<file path="src/rtl/score_pkg.sv">
`default_nettype none
// +----------------------------------------------------------------------+
// | score_pkg : FSM encoding and seven-segment constants for the counter |
// | Revision  : 1.0                                                      |
// +----------------------------------------------------------------------+
package score_pkg;

    localparam logic [1:0] ST_RUN  = 2'd0;
    localparam logic [1:0] ST_CMP  = 2'd1;
    localparam logic [1:0] ST_HOLD = 2'd2;

    localparam logic [6:0] SEG_BLANK = 7'h7F;

    // Active-low gfedcba patterns; the pattern for digit d sits at [7*d +: 7].
    localparam logic [69:0] SEG_TABLE = {
        7'h18, 7'h00, 7'h78, 7'h02, 7'h12,
        7'h19, 7'h30, 7'h24, 7'h79, 7'h40
    };

    function automatic logic [6:0] seg_of(input logic [3:0] digit);
        logic [6:0] segs;
        segs = SEG_BLANK;
        for (int d = 0; d < 10; d++) begin
            if (digit == 4'(d)) begin
                segs = SEG_TABLE[7*d +: 7];
            end
        end
        return segs;
    endfunction

endpackage
`default_nettype wire

</file>
<file path="src/rtl/bcd_to_seg.sv">
`default_nettype none
// +----------------------------------------------------------------------+
// | bcd_to_seg : one BCD digit to active-low segments; non-BCD is blank  |
// | Revision   : 1.0                                                     |
// +----------------------------------------------------------------------+
module bcd_to_seg
    import score_pkg::*;
(
    input  logic [3:0] bcd,
    output logic [6:0] segs
);

    assign segs = seg_of(bcd);

endmodule
`default_nettype wire

</file>
<file path="src/rtl/bcd_score_counter.sv">
`default_nettype none
// +----------------------------------------------------------------------+
// | bcd_score_counter : N-digit BCD score counter with high score and    |
// |                     registered seven-segment output                  |
// | Revision          : 1.0                                              |
// +----------------------------------------------------------------------+
module bcd_score_counter
    import score_pkg::*;
#(
    parameter int NUM_DIGITS    = 3,
    parameter int SATURATE      = 0,
    parameter int BLANK_LEADING = 1
) (
    input  logic                    CLOCK_50,
    input  logic                    reset,
    input  logic                    tick,
    input  logic                    collided,
    input  logic                    restart,
    input  logic                    show_high,
    output logic [4*NUM_DIGITS-1:0] count_bcd,
    output logic [4*NUM_DIGITS-1:0] high_bcd,
    output logic                    new_high,
    output logic                    overflow,
    output logic                    running,
    output logic [7*NUM_DIGITS-1:0] hex_segs
);

    localparam int CW = 4*NUM_DIGITS;
    localparam int SW = 7*NUM_DIGITS;

    function automatic logic [SW-1:0] segs_reset();
        logic [SW-1:0] r;
        for (int k = 0; k < NUM_DIGITS; k++) begin
            r[7*k +: 7] = (k == 0 || BLANK_LEADING == 0) ? SEG_TABLE[6:0] : SEG_BLANK;
        end
        return r;
    endfunction

    localparam logic [SW-1:0] SEGS_RST = segs_reset();

    logic [1:0]    state_q, state_d;
    logic [CW-1:0] count_q, count_d;
    logic [CW-1:0] high_q, high_d;
    logic          new_high_q, new_high_d;
    logic          overflow_q, overflow_d;
    logic [SW-1:0] segs_q, segs_d;

    logic                  inc;
    logic [NUM_DIGITS:0]   carry;
    logic [CW-1:0]         count_inc;
    logic [CW-1:0]         disp_src;
    logic [SW-1:0]         segs_raw;

    assign inc      = (state_q == ST_RUN) && tick && !collided;
    assign carry[0] = inc;

    genvar k;
    generate
        for (k = 0; k < NUM_DIGITS; k++) begin : g_inc
            assign count_inc[4*k +: 4] = !carry[k]                  ? count_q[4*k +: 4] :
                                         (count_q[4*k +: 4] == 4'd9) ? 4'd0 :
                                                                       count_q[4*k +: 4] + 4'd1;
            assign carry[k+1] = carry[k] && (count_q[4*k +: 4] == 4'd9);
        end
    endgenerate

    always_comb begin
        state_d    = state_q;
        count_d    = count_q;
        high_d     = high_q;
        new_high_d = new_high_q;
        overflow_d = overflow_q;
        case (state_q)
            ST_RUN: begin
                if (collided) begin
                    state_d = ST_CMP;
                end else begin
                    if (carry[NUM_DIGITS]) begin
                        overflow_d = 1'b1;
                    end
                    count_d = (carry[NUM_DIGITS] && SATURATE != 0) ? count_q : count_inc;
                end
            end
            ST_CMP: begin
                // Digits are always 0-9, so a plain binary compare orders BCD correctly.
                if (count_q > high_q) begin
                    high_d     = count_q;
                    new_high_d = 1'b1;
                end
                state_d = ST_HOLD;
            end
            ST_HOLD: begin
                if (restart) begin
                    count_d    = '0;
                    overflow_d = 1'b0;
                    new_high_d = 1'b0;
                    state_d    = ST_RUN;
                end
            end
            default: state_d = ST_RUN;
        endcase
    end

    assign disp_src = show_high ? high_q : count_q;

    generate
        for (k = 0; k < NUM_DIGITS; k++) begin : g_disp
            bcd_to_seg u_seg (
                .bcd  (disp_src[4*k +: 4]),
                .segs (segs_raw[7*k +: 7])
            );
            if (k == 0 || BLANK_LEADING == 0) begin : g_show
                assign segs_d[7*k +: 7] = segs_raw[7*k +: 7];
            end else begin : g_blank
                // Blank when this digit and every higher digit are zero.
                assign segs_d[7*k +: 7] = (disp_src[CW-1:4*k] == '0) ? SEG_BLANK
                                                                     : segs_raw[7*k +: 7];
            end
        end
    endgenerate

    always_ff @(posedge CLOCK_50 or posedge reset) begin
        if (reset) begin
            state_q    <= ST_RUN;
            count_q    <= '0;
            high_q     <= '0;
            new_high_q <= 1'b0;
            overflow_q <= 1'b0;
            segs_q     <= SEGS_RST;
        end else begin
            state_q    <= state_d;
            count_q    <= count_d;
            high_q     <= high_d;
            new_high_q <= new_high_d;
            overflow_q <= overflow_d;
            segs_q     <= segs_d;
        end
    end

    assign count_bcd = count_q;
    assign high_bcd  = high_q;
    assign new_high  = new_high_q;
    assign overflow  = overflow_q;
    assign running   = (state_q == ST_RUN);
    assign hex_segs  = segs_q;

endmodule
`default_nettype wire

</file>
<file path="config.mk">
export PLATFORM = sky130hd
export DESIGN_NAME = bcd_score_counter
export DESIGN_NICKNAME = d
export VERILOG_FILES = /design/src/rtl/score_pkg.sv /design/src/rtl/bcd_to_seg.sv /design/src/rtl/bcd_score_counter.sv
export SDC_FILE = /design/constraint.sdc
export NUM_CORES = 1
export LEC_CHECK = 0
export ABC_AREA = 1
export CAP_MARGIN = 15
export CORE_MARGIN = 2
export CORE_UTILIZATION = 40
export DETAILED_ROUTE_END_ITERATION = 7
export SLEW_MARGIN = 10
export SYNTH_ARGS = -nofsm -noshare
export SYNTH_HDL_FRONTEND = slang
export SYNTH_SLANG_ARGS = --single-unit
export TNS_END_PERCENT = 100
</file>
<file path="constraint.sdc">
create_clock -name CLOCK_50 -period 2.3 [get_ports CLOCK_50]
set_clock_uncertainty 0.1 [all_clocks]
set_input_delay 0.46 -clock CLOCK_50 [delete_from_list [all_inputs] [get_ports CLOCK_50]]
set_output_delay 0.46 -clock CLOCK_50 [all_outputs]
set_load 0.05 [all_outputs]
</file>
==> flow_summary.ini, run 1 <==
[synthesis]
netlist_instances = 357
yosysSeqAreaShare_pct = 43.9
synth_area_leaders = dfrtp_1 30%, dfstp_2 14%, nand2_1 13%, ha_1 7.9%, nand3_1 6.2%
netlist_area_sq_um = 2840
yosysWarnings = 0
ys_seq_elements = 49
yosysUniqueCellTypes = 33
syn_avg_cell_area_sq_um = 7.95
synth_top_area_share_pct = 30.0
synthesis.nets = 381
async_flop_share_pct = 100
synth_ff_type = dfrtp_1
yosysTopAreaCell = dfrtp_1
synth_edf_count = 0

[critical_path]
rr_worst_depth = 10
worstPathArrival_ns = 1.69
cpLargestDelayFamily = buffers and inverters
reg2reg_to = high_bcd[8]
rrSetupSlack_ns = 0.41
slowest_delay_ns = 0.87
timing.critical_path.slowest_stage_cell = clkdlybuf4s50_1
r2r-start = count_bcd[11]
cp-end-kind = output pin
path_buf_inv = 1
path_class = reg2out
crit_cells = 1
worstPathRequired_ns = 1.74
worst_setup_path_start_kind = flop
crit_fanout = 7
path_cells = clkdlybuf4s50_1

[routing]
wl_microns = 6060
drcViolationCount = 0
postRouteAntennaNets = 0
viasPerCell = 4.75
first_pass_iters = 4
wl_per_cell_microns = 11.8
vias = 2445
first_iter_violations = 82

[global_routing]
grt_max_degree = 38
grt_first_pass_wirelength_microns = 10200
grt_pass1_vias = 2248
overflow = 0
antenna_found_initial = 0
gr-usage-all-layers_pct = 16.6

[clock_network]
max-clock-path-buffers = 2
numCtsBuffers = 5
cts_max_level = 2
numClockSinks = 49
clk_pin_slew_worst_paths_ns = 0.09
clkLatencyLatePin_ns = 0.30
postCtsSetupBuffers = 0
cts_tree = built
cts_root_buf = clkbuf_8
ctsHoldBuffers = 0

[placed_design]
finalWeightedCongestion = 0.843
place_ws_ns = 0.232
numPortBuffers = 53
hpwl_microns = 4640

[layout]
syn2layout_area_growth_pct = 26.9
postLayoutCoreUtil_pct = 52.7
fillers = 702
final_cell_mix = 98 x nand2_1, 50 x clkdlybuf4s50_1, 39 x inv_1
nets = 442
diodes = 0
drive_gt1_share_pct = 15.0
final_common_cell = nand2_1

[timing]
setup_slack_ns = 0.0496
setup_viol = 0
worstMarginPinSlew_ns = 0.516
fin_crit_sh_pct = 97.8
maxSlewHeadroom_pct = 65.5
slew_viol_final = 0
tns_ns = 0
rsz0062_at_grt = no
period_needed_ns = 2.25
fmax_ghz = 0.444
hold_viol_final = 0

[die]
die_w_microns = 88.2
initial_core_util_pct = 41.5
die_h_microns = 88.2
core_sq_um = 6830
rows = 30
pin_count = 54
die_area_sq_um = 7780

[run_status]
outcome = finished clean

[job]
cap_violations = 0

[worst_hold_path]
min_path_type = in2async
## routing by layer
| layer | GRT usage (%) | vias to the layer above | part of all wire (%) | wire, microns |
|---|---|---|---|---|
| met5 | 0 | - | 0 | 0 |
| met4 | 4.41 | 0 | 0.64 | 39 |
| met3 | 3.08 | 2 | 3.4 | 208 |
| met2 | 26.9 | 43 | 47 | 2830 |
| met1 | 23.0 | 1130 | 49 | 2980 |
| li1 | - | 1270 | - | - |
## worst register-to-register path, cell delays in order, from the launching register on
cell and delay (ns):
dfrtp_1 0.49, ha_1 0.35, nand2_1 0.06, inv_1 0.05, nand2_1 0.05, nor2_1 0.15, nand2_1 0.07, nand3_1 0.09
nand2_2 0.20, nand2_1 0.13, nand2_1 0.05
## repair_timing
action                                  4_1_cts  5_1_grt
endpoints found under the setup margin        0       10
gates resized for setup                       0        2
hold endpoints to repair                      0        0
## sequential cells by signal, indices dropped and copies added (netlist names)
signal and cells:
count_bcd 12, hex_segs 21, high_bcd 12, new_high 1, overflow 1, state_q 2
## per-stage QoR
stage / area, sq um / std cells / hold WS, ns
finish: 3600 / 515 / 0.319
global route: 3600 / 515 / 0.344
CTS: 3590 / 515 / 0.330
detailed placement: 3500 / 507 / 0.382
global placement: 3500 / 507 / 0.386
floorplan: 2840 / 357 / 0.409
## how the worst max path moves through the flow
stage	slack [ns]	startpoint	endpoint
final	0.05	count_bcd[7]	count_bcd[7]
after detailed placement	0.23	show_high	hex_segs[12]
after floorplan	0.25	high_bcd[11]	high_bcd[0]
after global routing	0.007	count_bcd[7]	count_bcd[7]
after CTS	0.04	count_bcd[11]	count_bcd[11]
after global placement	0.26	show_high	hex_segs[7]
## cells by family after synthesis
group / Yosys count / share of synthesized area [%]
and+or+nand+nor: 185 / 27.7
muxes: 1 / 0.353
xor gates and xnor gates: 3 / 0.927
buffers and inverters: 54 / 8.29
adders and majority gates: 18 / 7.94
AOI/OAI and AO/OA: 47 / 10.9
DFF: 49 / 43.9
## synth_stat cells (2+ instances only)
master and number:
a21oi_1 8, a31oi_1 3, buf_2 2, buf_6 2, dfrtp_1 34, dfstp_2 15, ha_1 18, inv_1 40
inv_2 8, nand2_1 99, nand3_1 35, nand3_2 2, nand4_1 2, nor2_1 36, nor2_2 4, nor3_1 3
o21ai_0 13, o21ai_1 5, o21ai_2 12, xor2_1 3
## layout make-up
class / count / area [sq um] / share of cell area [%]
Inverter: 48 / 180 / 5.01
Multi-Input combinational cell: 254 / 1360 / 37.7
Tap cell: 96 / 120 / 3.34
Timing Repair Buffer: 60 / 606 / 16.8
Sequential cell: 49 / 1240 / 34.6
Clock buffer: 8 / 90.1 / 2.50
Power of run 1 is left out: the tool's default activity adds up to more than one toggle a clock period on the data nets, which glitch-free logic cannot reach.
==> inputs of run 2 (changes only) <==
Settings changed: CORE_UTILIZATION 40 to 50, PLACE_DENSITY from default to 0.77.
==> flow_summary.ini, run 2 (synthesized netlist as in run 1, its figures left out) <==
[critical_path]
cpLargestDelayFamily = buffers and inverters
timing.critical_path.slowest_stage_cell = clkdlybuf4s50_1
worst_setup_path_start_kind = flop
slowest_delay_ns = 0.86
worstPathRequired_ns = 1.74
worstPathArrival_ns = 1.69
path_buf_inv = 1
path_cells = clkdlybuf4s50_1
cp-end-kind = output pin
crit_fanout = 8
path_class = reg2out
rr_worst_depth = 10
crit_cells = 1

[layout]
final_common_cell = nand2_1
fillers = 456
postLayoutCoreUtil_pct = 64.4
syn2layout_area_growth_pct = 25.0
final_cell_mix = 99 x nand2_1, 50 x clkdlybuf4s50_1, 39 x inv_1
drive_gt1_share_pct = 14.6
diodes = 0
largest_reg_flops = 21
nets = 442

[die]
die_w_microns = 79.3
die_area_sq_um = 6290
pin_count = 54
die_h_microns = 79.3
rows = 27
initial_core_util_pct = 51.5
core_sq_um = 5510

[timing]
hold_viol_final = 0
worstMarginPinSlew_ns = 0.514
period_needed_ns = 2.25
fin_crit_sh_pct = 97.7
fmax_ghz = 0.445
setup_slack_ns = 0.0534
maxSlewHeadroom_pct = 65.7
setup_viol = 0
slew_viol_final = 0
worst_hold_slack_ns = 0.391
tns_ns = 0
rsz0062_at_grt = no

[global_routing]
antenna_found_initial = 0
use_met1_pct = 28.3
overflow = 0
grt_first_pass_wirelength_microns = 10200
met2_usage_pct = 32.7
grt_max_degree = 29
gr-usage-all-layers_pct = 20.3
grt_pass1_vias = 2267
grt-busiest-layer = met2
globalRouteMet3Util_pct = 2.16

[clock_network]
cts_tree = built
cts_resized = 0
postCtsSetupBuffers = 0
numClockSinks = 49
max-clock-path-buffers = 2
ctsHoldBuffers = 0
numCtsBuffers = 5
cts_root_buf = clkbuf_8
cts_max_level = 2
clkLatencyLatePin_ns = 0.30
clk_pin_slew_worst_paths_ns = 0.08

[routing]
first_iter_violations = 133
vias = 2456
wl_microns = 5870
viasPerCell = 5.00
drcViolationCount = 0
wl_per_cell_microns = 11.9
first_pass_iters = 4
postRouteAntennaNets = 0

[job]
cap_violations = 0

[placed_design]
finalWeightedCongestion = 0.896
hpwl_microns = 4480
place_ws_ns = 0.209
numPortBuffers = 53

[worst_hold_path]
min_path_type = in2async

[run_status]
outcome = finished clean
## run 2: cell counts in the layout (fill, tap and decap cells not counted)
No cell type changed its count.
## run 2: layer usage
metal	vias up	wire length, microns
li1	1269	-
met1	1097	2750
met2	80	2720
met3	10	284
met4	0	116
met5	-	0
## run 2: final timing paths
check	startpoint	endpoint	slack [ns]
worst max register to register	count_bcd[11]	high_bcd[4]	0.22
worst min-delay path	reset	hex_segs[0]	0.39
worst max-delay path	count_bcd[9]	count_bcd[9]	0.05
min in group CLOCK_50	new_high	new_high	0.39
max in group asynchronous	reset	hex_segs[13]	1.09
worst min register to register	new_high	new_high	0.39
## run 2: final cells by class
class | instances | area [sq um] | area share, %
multi-input combinational | 254 | 1360 | 38.3
clock buffer | 8 | 80.1 | 2.26
tap | 72 | 90.1 | 2.54
sequential | 49 | 1240 | 35.1
timing repair buffer | 60 | 593 | 16.7
inverter | 48 | 180 | 5.08
## run 2: per-stage QoR
| stage | area (sq um) | instances |
|---|---|---|
| 6_report | 3540 | 491 |
| 3_3_place_gp | 3460 | 483 |
| 4_1_cts | 3540 | 491 |
| 5_1_grt | 3540 | 491 |
| 2_1_floorplan | 2840 | 357 |
| 3_5_place_dp | 3460 | 483 |
## run 2: worst reg2reg max path: cells and delay by family, from the launching register on
family | cells | cell delay, ns
buffers and inverters | 1 | 0.05
adder cells (fa/ha/maj) | 1 | 0.34
AND/OR/NAND/NOR | 8 | 0.99
flip-flops | 1 | 0.49
Power of run 2 is left out for the same reason.
==> inputs of run 3 (changes only) <==
Settings changed: CTS_CLUSTER_DIAMETER from default to 40, PLACE_DENSITY 0.77 to 0.87.
==> flow_summary.ini, run 3 (synthesized netlist as in run 1, its figures left out) <==
[clock_network]
cts_tree = built
cts_root_buf = clkbuf_8
cts_max_level = 2
postCtsSetupBuffers = 0
numCtsBuffers = 5
max-clock-path-buffers = 2
ctsHoldBuffers = 0
clkLatencyLatePin_ns = 0.30
clk_pin_slew_worst_paths_ns = 0.09
cts_resized = 0
numClockSinks = 49

[critical_path]
crit_fanout = 7
path_class = reg2out
worstPathRequired_ns = 1.74
cp-end-kind = output pin
cpLargestDelayFamily = buffers and inverters
worst_setup_path_start_kind = flop
worstPathArrival_ns = 1.70
slowest_delay_ns = 0.87
timing.critical_path.slowest_stage_cell = clkdlybuf4s50_1
path_cells = clkdlybuf4s50_1
path_buf_inv = 1

[global_routing]
antenna_found_initial = 0
grt_pass1_vias = 2297
overflow = 0
grt_max_degree = 29
gr-usage-all-layers_pct = 19.4
grt_first_pass_wirelength_microns = 9800

[layout]
syn2layout_area_growth_pct = 25.0
final_cell_mix = 99 x nand2_1, 49 x clkdlybuf4s50_1, 39 x inv_1
register_area_sq_um = 1240
final_common_cell = nand2_1
fillers = 457
diodes = 0
drive_gt1_share_pct = 14.4
largest_reg_flops = 21
multi_input_area_sq_um = 1360
nets = 440

[timing]
fmax_ghz = 0.442
worstMarginPinSlew_ns = 0.503
fin_crit_sh_pct = 98.5
tns_ns = 0
period_needed_ns = 2.26
hold_viol_final = 0
setup_viol = 0
slew_viol_final = 0
maxSlewHeadroom_pct = 66.3
rsz0062_at_grt = no

[routing]
first_iter_violations = 107
drcViolationCount = 0
first_pass_iters = 4
wl_microns = 5810
postRouteAntennaNets = 0
vias = 2468
wl_per_cell_microns = 11.9
viasPerCell = 5.05

[placed_design]
finalWeightedCongestion = 0.890
numPortBuffers = 53
hpwl_microns = 4490

[die]
die_w_microns = 79.3
rows = 27
die_h_microns = 79.3
die_area_sq_um = 6290
core_sq_um = 5510
pin_count = 54
initial_core_util_pct = 51.5

[job]
cap_violations = 0

[run_status]
outcome = finished clean

[worst_hold_path]
min_path_type = in2async
run 3: cell count changes in the layout (fill, tap and decap cells not counted):
cell / delta
buf_12: +1
buf_4: -3
dlymetal6s2s_1: +1
clkinv_2: +1
clkbuf_1: -1
clkdlybuf4s50_1: -1
run 3: area by class of cell:
class / count / area share [%]
clock buffers: 7 / 2.15
clock inverters: 1 / 0.141
inverters: 48 / 5.08
multi-input cells: 254 / 38.2
flip-flops and latches: 49 / 35.1
well taps: 72 / 2.54
repair buffers: 58 / 16.7
run 3: path summary, 6_finish.rpt:
check                              startpoint            to  slack, ns  cells past startpoint
worst max-delay path             count_bcd[7]  count_bcd[7]       0.04                      1
worst min register to register    high_bcd[8]   high_bcd[8]       0.41                      2
max in group asynchronous               reset   high_bcd[1]       1.23                      3
worst max register to register  count_bcd[11]      new_high       0.22                     10
worst min-delay path                    reset   hex_segs[2]       0.38                      2
min in group CLOCK_50             high_bcd[8]   high_bcd[8]       0.41                      2
run 3: routing by layer:
layer	up-vias	wire, microns	track usage [%]
met1	1117	2660	25.4
li1	1263	-	-
met4	0	108	5.17
met2	76	2780	33.0
met5	-	0	0
met3	12	261	3.86
run 3: stage by stage:
step / cells / util (%) / worst slack (ns) / cell area [sq um] / hold WS, ns
after floorplan: 357 / - / 0.247 / 2840 / 0.409
final: 489 / 64.4 / 0.0356 / 3550 / 0.385
after CTS: 489 / 64.3 / 0.0543 / 3540 / 0.396
after global placement: 481 / 62.8 / 0.254 / 3460 / 0.379
after global routing: 489 / 64.4 / 0.000966 / 3550 / 0.412
after detailed placement: 481 / 62.8 / 0.174 / 3460 / 0.386
Power of run 3 is left out for the same reason.
